===== config.mk =====
export PLATFORM = sky130hd
export DESIGN_NAME = branch_resolve_queue
export DESIGN_NICKNAME = d
export VERILOG_FILES = /design/src/rtl/branch_resolve_queue.sv
export SDC_FILE = /design/constraint.sdc
export NUM_CORES = 1
export LEC_CHECK = 0
export CORE_AREA = 2 2 118 120
export CTS_BUF_LIST = sky130_fd_sc_hd__clkbuf_8 sky130_fd_sc_hd__clkbuf_16
export DETAILED_ROUTE_END_ITERATION = 8
export DIE_AREA = 0 0 120 122
export PLACE_DENSITY = 0.83
export SKIP_LAST_GASP = 1
export SLEW_MARGIN = 20
export SYNTH_ARGS = -nofsm -noshare
export SYNTH_HDL_FRONTEND = slang
export SYNTH_SLANG_ARGS = --single-unit

===== constraint.sdc =====
create_clock -name clk -period 4.4 [get_ports clk]
set_clock_uncertainty 0.2 [all_clocks]
set_input_delay 1.32 -clock clk [delete_from_list [all_inputs] [get_ports clk]]
set_output_delay 1.32 -clock clk [all_outputs]
set_load 0.01 [all_outputs]

===== src/rtl/branch_resolve_queue.sv =====
// In-order queue of predicted branches awaiting resolution; produces registered
// predictor-training and mispredict outputs. Define BRQ_STATS_EN to add resolve/mispredict counters.
module branch_resolve_queue #(
   parameter int PC_WIDTH = 32,
   parameter int DEPTH    = 4
) (
   input  logic                       clk,
   input  logic                       reset_n,
   input  logic                       enq_valid,
   input  logic [PC_WIDTH-1:0]        enq_pc,
   input  logic                       enq_pred_taken,
   output logic                       enq_ready,
   input  logic                       res_valid,
   input  logic                       res_taken,
   input  logic                       flush,
   output logic [PC_WIDTH-1:0]        pc_check,
   output logic                       is_br_check,
   output logic                       br_taken_check,
   output logic                       mispredict,
   output logic [$clog2(DEPTH):0]     count,
   output logic                       underflow_err
`ifdef BRQ_STATS_EN
   ,
   output logic [31:0]                stat_resolved,
   output logic [31:0]                stat_mispredicts
`endif
);

   localparam int PTR_W = $clog2(DEPTH);
   localparam int CNT_W = PTR_W + 1;

   logic [PC_WIDTH-1:0] pc_mem_q   [DEPTH];
   logic                pred_mem_q [DEPTH];

   logic [PTR_W-1:0]    wr_ptr_q, wr_ptr_d;
   logic [PTR_W-1:0]    rd_ptr_q, rd_ptr_d;
   logic [CNT_W-1:0]    count_q,  count_d;

   logic [PC_WIDTH-1:0] pc_check_q,       pc_check_d;
   logic                is_br_check_q,    is_br_check_d;
   logic                br_taken_check_q, br_taken_check_d;
   logic                mispredict_q,     mispredict_d;
   logic                underflow_q,      underflow_d;

   logic                full_s;
   logic                empty_s;
   logic                res_accept_s;
   logic                mispredict_now_s;
   logic                enq_fire_s;
   logic                clear_s;
   logic [PC_WIDTH-1:0] head_pc_s;
   logic                head_pred_s;

   // Handshake qualification; full blocks enqueue even when a pop happens in the same cycle.
   always_comb begin
      full_s           = (count_q == CNT_W'(DEPTH));
      empty_s          = (count_q == {CNT_W{1'b0}});
      head_pc_s        = pc_mem_q[rd_ptr_q];
      head_pred_s      = pred_mem_q[rd_ptr_q];
      res_accept_s     = res_valid && !empty_s;
      mispredict_now_s = res_accept_s && (res_taken != head_pred_s);
      enq_fire_s       = enq_valid && !full_s && !flush && !mispredict_now_s;
      clear_s          = flush || mispredict_now_s;
   end

   // Pointer and occupancy next state.
   always_comb begin
      wr_ptr_d = wr_ptr_q;
      rd_ptr_d = rd_ptr_q;
      count_d  = count_q;
      if (clear_s) begin
         wr_ptr_d = {PTR_W{1'b0}};
         rd_ptr_d = {PTR_W{1'b0}};
         count_d  = {CNT_W{1'b0}};
      end else begin
         if (enq_fire_s) begin
            wr_ptr_d = wr_ptr_q + PTR_W'(1);
         end else begin
            wr_ptr_d = wr_ptr_q;
         end
         if (res_accept_s) begin
            rd_ptr_d = rd_ptr_q + PTR_W'(1);
         end else begin
            rd_ptr_d = rd_ptr_q;
         end
         case ({enq_fire_s, res_accept_s})
            2'b10:   count_d = count_q + CNT_W'(1);
            2'b01:   count_d = count_q - CNT_W'(1);
            default: count_d = count_q;
         endcase
      end
   end

   // Training outputs: strobe only on an accepted resolve, PC/outcome hold otherwise.
   always_comb begin
      pc_check_d       = pc_check_q;
      br_taken_check_d = br_taken_check_q;
      is_br_check_d    = res_accept_s;
      mispredict_d     = mispredict_now_s;
      if (res_accept_s) begin
         pc_check_d       = head_pc_s;
         br_taken_check_d = res_taken;
      end else begin
         pc_check_d       = pc_check_q;
         br_taken_check_d = br_taken_check_q;
      end
      if (res_valid && empty_s) begin
         underflow_d = 1'b1;
      end else begin
         underflow_d = underflow_q;
      end
   end

   // Entry storage.
   always_ff @(posedge clk or negedge reset_n) begin
      if (!reset_n) begin
         for (int i = 0; i < DEPTH; i++) begin
            pc_mem_q[i]   <= {PC_WIDTH{1'b0}};
            pred_mem_q[i] <= 1'b0;
         end
      end else if (enq_fire_s) begin
         pc_mem_q[wr_ptr_q]   <= enq_pc;
         pred_mem_q[wr_ptr_q] <= enq_pred_taken;
      end
   end

   // Control and output registers.
   always_ff @(posedge clk or negedge reset_n) begin
      if (!reset_n) begin
         wr_ptr_q         <= {PTR_W{1'b0}};
         rd_ptr_q         <= {PTR_W{1'b0}};
         count_q          <= {CNT_W{1'b0}};
         pc_check_q       <= {PC_WIDTH{1'b0}};
         is_br_check_q    <= 1'b0;
         br_taken_check_q <= 1'b0;
         mispredict_q     <= 1'b0;
         underflow_q      <= 1'b0;
      end else begin
         wr_ptr_q         <= wr_ptr_d;
         rd_ptr_q         <= rd_ptr_d;
         count_q          <= count_d;
         pc_check_q       <= pc_check_d;
         is_br_check_q    <= is_br_check_d;
         br_taken_check_q <= br_taken_check_d;
         mispredict_q     <= mispredict_d;
         underflow_q      <= underflow_d;
      end
   end

   assign enq_ready      = !full_s;
   assign pc_check       = pc_check_q;
   assign is_br_check    = is_br_check_q;
   assign br_taken_check = br_taken_check_q;
   assign mispredict     = mispredict_q;
   assign count          = count_q;
   assign underflow_err  = underflow_q;

`ifdef BRQ_STATS_EN
   logic [31:0] stat_resolved_q,    stat_resolved_d;
   logic [31:0] stat_mispredicts_q, stat_mispredicts_d;

   // Saturating event counters.
   always_comb begin
      if (res_accept_s && (stat_resolved_q != 32'hFFFF_FFFF)) begin
         stat_resolved_d = stat_resolved_q + 32'd1;
      end else begin
         stat_resolved_d = stat_resolved_q;
      end
      if (mispredict_now_s && (stat_mispredicts_q != 32'hFFFF_FFFF)) begin
         stat_mispredicts_d = stat_mispredicts_q + 32'd1;
      end else begin
         stat_mispredicts_d = stat_mispredicts_q;
      end
   end

   // Counter registers.
   always_ff @(posedge clk or negedge reset_n) begin
      if (!reset_n) begin
         stat_resolved_q    <= 32'd0;
         stat_mispredicts_q <= 32'd0;
      end else begin
         stat_resolved_q    <= stat_resolved_d;
         stat_mispredicts_q <= stat_mispredicts_d;
      end
   end

   assign stat_resolved    = stat_resolved_q;
   assign stat_mispredicts = stat_mispredicts_q;
`endif

endmodule


---- Word level (Yosys, flattened, before mapping) ----
Index checks and enable logic that the tools add are counted.
operators by class
  add/sub/neg operators ................... 4
  multiply operators ...................... 0
  divide/modulo/power cells ............... 0
  $lt $le $gt $ge ......................... 3
  equality and inequality tests ........... 4
  shift-type cells ........................ 0
  muxes and demuxes ....................... 18
  bitwise operators ....................... 2
  reductions and logical operators ........ 16
operator list
  cell                   number
  $bwmux W128            1
  $mux W32               3
  $bmux W32 S2           1
  $demux W32 S2          1
  $mux W2                4
  $logic_and A1 B1 Y1    7
  $ge A3 B3 Y1 const B   2
  $not A2 Y3             2
  $pmux W3 S2            1
  $add A2 B1 Y2 const B  2
  $bwmux W4              1
  $logic_not A1 Y1       4
  $reduce_bool A2 Y1     2
  $add A3 B1 Y3 const B  1
  $eq A3 B3 Y1 const B   1
  $logic_not A3 Y1       1
  $lt A3 B1 Y1 const B   1
  $mux W1                3
  $mux W3                1
  $reduce_bool A3 Y1     1
  $sub A3 B1 Y3 const B  1
  $bmux W1 S2            1
  $demux W1 S2           1
  $eq A2 B1 Y1 const B   1
  3 further kinds        3
storage, ports and cells
  register bits after elaboration ......... 175
  latch bits .............................. 0
  RAM bits ................................ 0
  memory bits (read-only) ................. 0
  input bits .............................. 39
  output and inout port bits .............. 40
  word-level logic and storage cells ...... 63
  memories ................................ 0

---- Longest topological paths before layout ----
  depth after elaboration ................. 11
  gate-level depth with buffers ........... 9

---- Worst setup path after synthesis ----
OpenSTA, ideal clock, no wires.
  path kind ............................... input to register
  start ................................... input enq_valid
  end ..................................... register count_q[1], in the netlist count[1]
  setup time .............................. 0.116 ns
  data arrival time ....................... 3.323 ns
  required time ........................... 4.084 ns
  setup slack ............................. 0.761 ns
  stages .................................. 9
  buffers on the path ..................... 1
  path through ............................ clkbuf_1 > inv_1 > nor3b_4 > a21oi_1 > fa_1 > inv_1 > a2111oi_0 > o21ai_0 > o311ai_0
between the ends
  cells in the longest elaborated chain, start to end .. 6
  elaborated cells between the ends (all ways) .. 8
  classes of those cells .................. eq/ne: 2; mux: 2; reduce/logical: 4
ends and longest elaborated chain
  element                                       RTL line  source
  start, declared                               9         input logic enq_valid,
  $logic_and A1 B1 Y1 * (3 in a row)            62        enq_fire_s = enq_valid && !full_s && !flush && !mispredict_now_s;
  $eq A2 B1 Y1 or $eq A2 B2 Y1 (tied branches)  86        case ({enq_fire_s, res_accept_s})
  $pmux W3 S2                                   86
  $mux W3                                       71        if (clear_s) begin
  end signal, assigned                          132       count_q <= {CNT_W{1'b0}};
  end signal, assigned                          141       count_q <= count_d;
  end, declared                                 37        logic [CNT_W-1:0] count_q, count_d;
Mark *: on every way between the ends. The rest lies on a longest branch, timed or not.
A chain may end at the register's enable or synchronous reset.

---- Worst setup path in the final report ----
  start ................................... input res_taken
  end ..................................... register count_q[1], in the netlist count[1]
between the ends
  cells in the longest elaborated chain, start to end .. 7
  elaborated cells between the ends (all ways) .. 10
  classes of those cells .................. eq/ne: 3; mux: 2; reduce/logical: 5
ends and longest elaborated chain
  element                                       RTL line  source
  start, declared                               14        input logic res_taken,
  $ne A1 B1 Y1 *                                61        mispredict_now_s = res_accept_s && (res_taken != head_pred_s);
  $logic_and A1 B1 Y1 *                         61
  $logic_not A1 Y1                              62
  $logic_and A1 B1 Y1                           62
  $eq A2 B1 Y1 or $eq A2 B2 Y1 (tied branches)  86
  $pmux W3 S2                                   86
  $mux W3                                       71
Marked as above.

==> run_results.csv <==
group,metric,value,unit
pwr,p_switching,1.75,mW
logic_synthesis,synthTopCellsByArea,"dfrtp_1, mux2_2, mux4_2",
sta,period_share,0.825,
drt,drt_iter0_markers,297,
pwr,power_frac_comb,0.306,
cells_and_area,antenna_cells,0,
global_routing,met1_usage,0.323,
global_routing,grt_overflow,0,
floorplanning,start_util,0.579,
cells_and_area,design_area,9430,um2
cells_and_area,drive_above_1_share,0.343,
floorplanning,die_w,120,um
logic_synthesis,synth-compound-area-share,0.0286,
pwr,peakVddDrop,385,uV
drt,wl_per_cell,19.9,um
placed_design,port_buffers,78,
sta,period_needed,3.63,ns
sta,rsz0062_at_grt,"false",
logic_synthesis,synth_xor_area_frac,0.00576,
global_routing,grt_pass1_vias,4942,
critical_path,required,4.51,ns
pwr,swShare,0.281,
global_routing,use_met2,0.383,
logic_synthesis,ys_ff_latch,175,
logic_synthesis,syn_area,7830,um2
clock_tree,cts_tree,"yes",
floorplanning,coreArea,13500,um2
clock_tree,cts_made_buffers,17,
cells_and_area,nets,659,
global_routing,grt_usage,0.236,
clock_tree,cts_hold_buf,0,
logic_synthesis,synth-simple-area-share,0.0643,
pwr,p_int,4.48,mW
clock_tree,clock_latency,0.43,ns
logic_synthesis,synth_common_cells,"dfrtp_1, mux2_2, nand2_1",
run,max_cap_violations,0,
clock_tree,cts.sinks,175,
logic_synthesis,synth_ff_type,"dfrtp_1",
placed_design,place_hpwl,9.99,mm
cells_and_area,syn_to_final_growth,20.5,%
drt,dr_total_vias,4644,
logic_synthesis,async_flop_share,1.00,
sta,setup_viol,0,
clock_tree,h-tree-depth,4,
global_routing,grt_antenna_before_repair,0,
logic_synthesis,syn_inst,534,
placed_design,dp_slack,0.346,ns
pwr,p_clk_frac,0.262,
floorplanning,die_area,14600,um2
global_routing,grt.met3_usage,0.0492,
sta,slew_violations,0,
critical_path,critical_path_class,"in2reg",
sta,finalWorstSetupSlack,0.771,ns
logic_synthesis,syn-num-nets,578,
placed_design,gp_congestion,0.747,
critical_path,startpoint,"res_taken",
global_routing,grt_pass1_wl,26.3,mm
logic_synthesis,synth_area_leader_cell,"dfrtp_1",
logic_synthesis,synth_cell_types,42,
pwr,power_density,660,nW/um2
pwr,seq_power_share,0.432,
logic_synthesis,synth_edf_count,0,
drt,ant_nets,0,
clock_tree,clock_path_buffers,2,
floorplanning,die_y,122,um
sta,fmax,0.276,GHz
outcome,status,"completed",
global_routing,top_usage_layer,"met2",
pwr,finalPower,6.23,mW
sta,hold_slack,0.274,ns
critical_path,cp-end-kind,"register",
critical_path,start_kind,"primary input",
drt,wl,16.1,mm
logic_synthesis,synth-seq-area-share,0.560,
clock_tree,cts.clk_slew.worst_paths,0.06,ns
clock_tree,clock-root-buffer,"clkbuf_16",
global_routing,grt_max_degree,80,
clock_tree,cts_resized,0,
drt,viasPerCell,5.75,
logic_synthesis,synth-adder-area-share,0.00895,
pwr,p_leak,4.31,nW
sta,worstMarginPinSlew,1.06,ns
sta,relSlewSlack,0.295,
logic_synthesis,syn_area_per_cell,14.7,um2
placed_design,dpl_cell_area,8780,um2
logic_synthesis,synthMuxAreaShare,0.301,
floorplanning,rows,43,
logic_synthesis,yosysMostFrequentCell,"dfrtp_1",
sta,finalSetupTns,0,ns
drt,drc,0,
floorplanning,ios,79,
critical_path,regToRegStartpoint,"count[1]$_DFFE_PN0P_",
clock_tree,post_cts_buffers,0,
logic_synthesis,netlist.area_leader.share,0.560,
sta,hold_violations,0,
logic_synthesis,synth_top_family_by_area,"multiplexers",
worst_hold_path,worstHoldStart,"pc_check[4]$_DFFE_PN0P_",
critical_path,worstPathMaxFanout,10,
drt,first_pass_iters,4,
logic_synthesis,ys_warn_count,0,
worst_hold_path,holdCritPathClass,"reg2reg",
critical_path,crit_arrival,3.74,ns
-- cells in the final DEF, fill, tap and decap left out, drive strengths merged, types with 2 or more instances in the layout --
cell             n
o211ai           5
mux4            33
xnor2            2
nor3             3
a32oi            2
or3              2
mux2i            3
buf             16
mux2           133
bufinv           4
clkbuf          22
nor3b            2
nand2          102
o21ai            2
a21oi            6
nor2             4
clkdlybuf4s50   77
dfrtp          175
ha               4
inv             12
-- area by class of cell --
cell class                 count  area [um2]
multi-input combinational    319        3200
inverter                       9        33.8
timing repair buffer          93         945
sequential                   175        4380
tap                          180         225
clock inverter                 9         154
fill                         885        4070
clock buffer                  22         494
-- per-stage QoR --
step	cells	utilization
global placement	776	0.651
finish	807	0.699
CTS	807	0.699
floorplan	534	-
detailed placement	776	0.651
global route	807	0.699
-- metal layers --
| metal | vias up | part of all wire |
|---|---|---|
| met4 | 0 | 0.0083 |
| met1 | 2465 | 0.44 |
| met2 | 117 | 0.51 |
| met5 | - | 0 |
| met3 | 12 | 0.044 |
| li1 | 2050 | - |
-- cell families (layout without fill, tap and decap cells) --
kind of cell | count (synthesis) | count (layout)
flip-flops | 175 | 175
buffers and inverters | 40 | 133
multiplexers | 169 | 169
AO/OA/AOI/OAI | 22 | 22
XOR/XNOR | 3 | 3
AND/OR/NAND/NOR | 120 | 120
adder cells (fa/ha/maj) | 5 | 5
-- flip-flops by register name, summed over array words and instances, names as in the netlist --
signal and count:
mispredict 1, count 3, br_taken_check 1, pc_check 32
pc_mem_q 128, rd_ptr_q 2, underflow_err 1, wr_ptr_q 2
pred_mem_q 4, is_br_check 1
-- worst max-delay path: stages --
cell             delay [ns]
clkdlybuf4s50_1        0.58
xnor2_4                0.50
a21oi_1                0.17
fa_1                   0.54
inv_1                  0.05
a2111oi_0              0.31
o21ai_0                0.15
o311ai_0               0.13
-- power groups by stage --
stage          Sequential (mW)  Clock, mW  Combinational [mW]
6_report                  2.69       1.63                1.91
5_1_grt                   2.76       1.72                2.07
4_1_cts                   2.68       1.65                1.93
3_5_place_dp              2.70          0                1.91
3_3_place_gp              2.62          0                1.85
2_1_floorplan             2.64          0                1.24
-- worst paths after layout --
check,slack (ns),end,cells after the start
worst max register to register,1.32,count[1]$_DFFE_PN0P_,7
max in group asynchronous,2.41,pc_mem_q[92]$_DFFE_PN0P_,2
min in group asynchronous,0.72,pc_check[4]$_DFFE_PN0P_,1
worst min-delay path,0.27,pc_check[4]$_DFFE_PN0P_,2
worst min register to register,0.27,pc_check[4]$_DFFE_PN0P_,2
worst max-delay path,0.77,count[1]$_DFFE_PN0P_,8
Power figures use the tool's default switching activity.
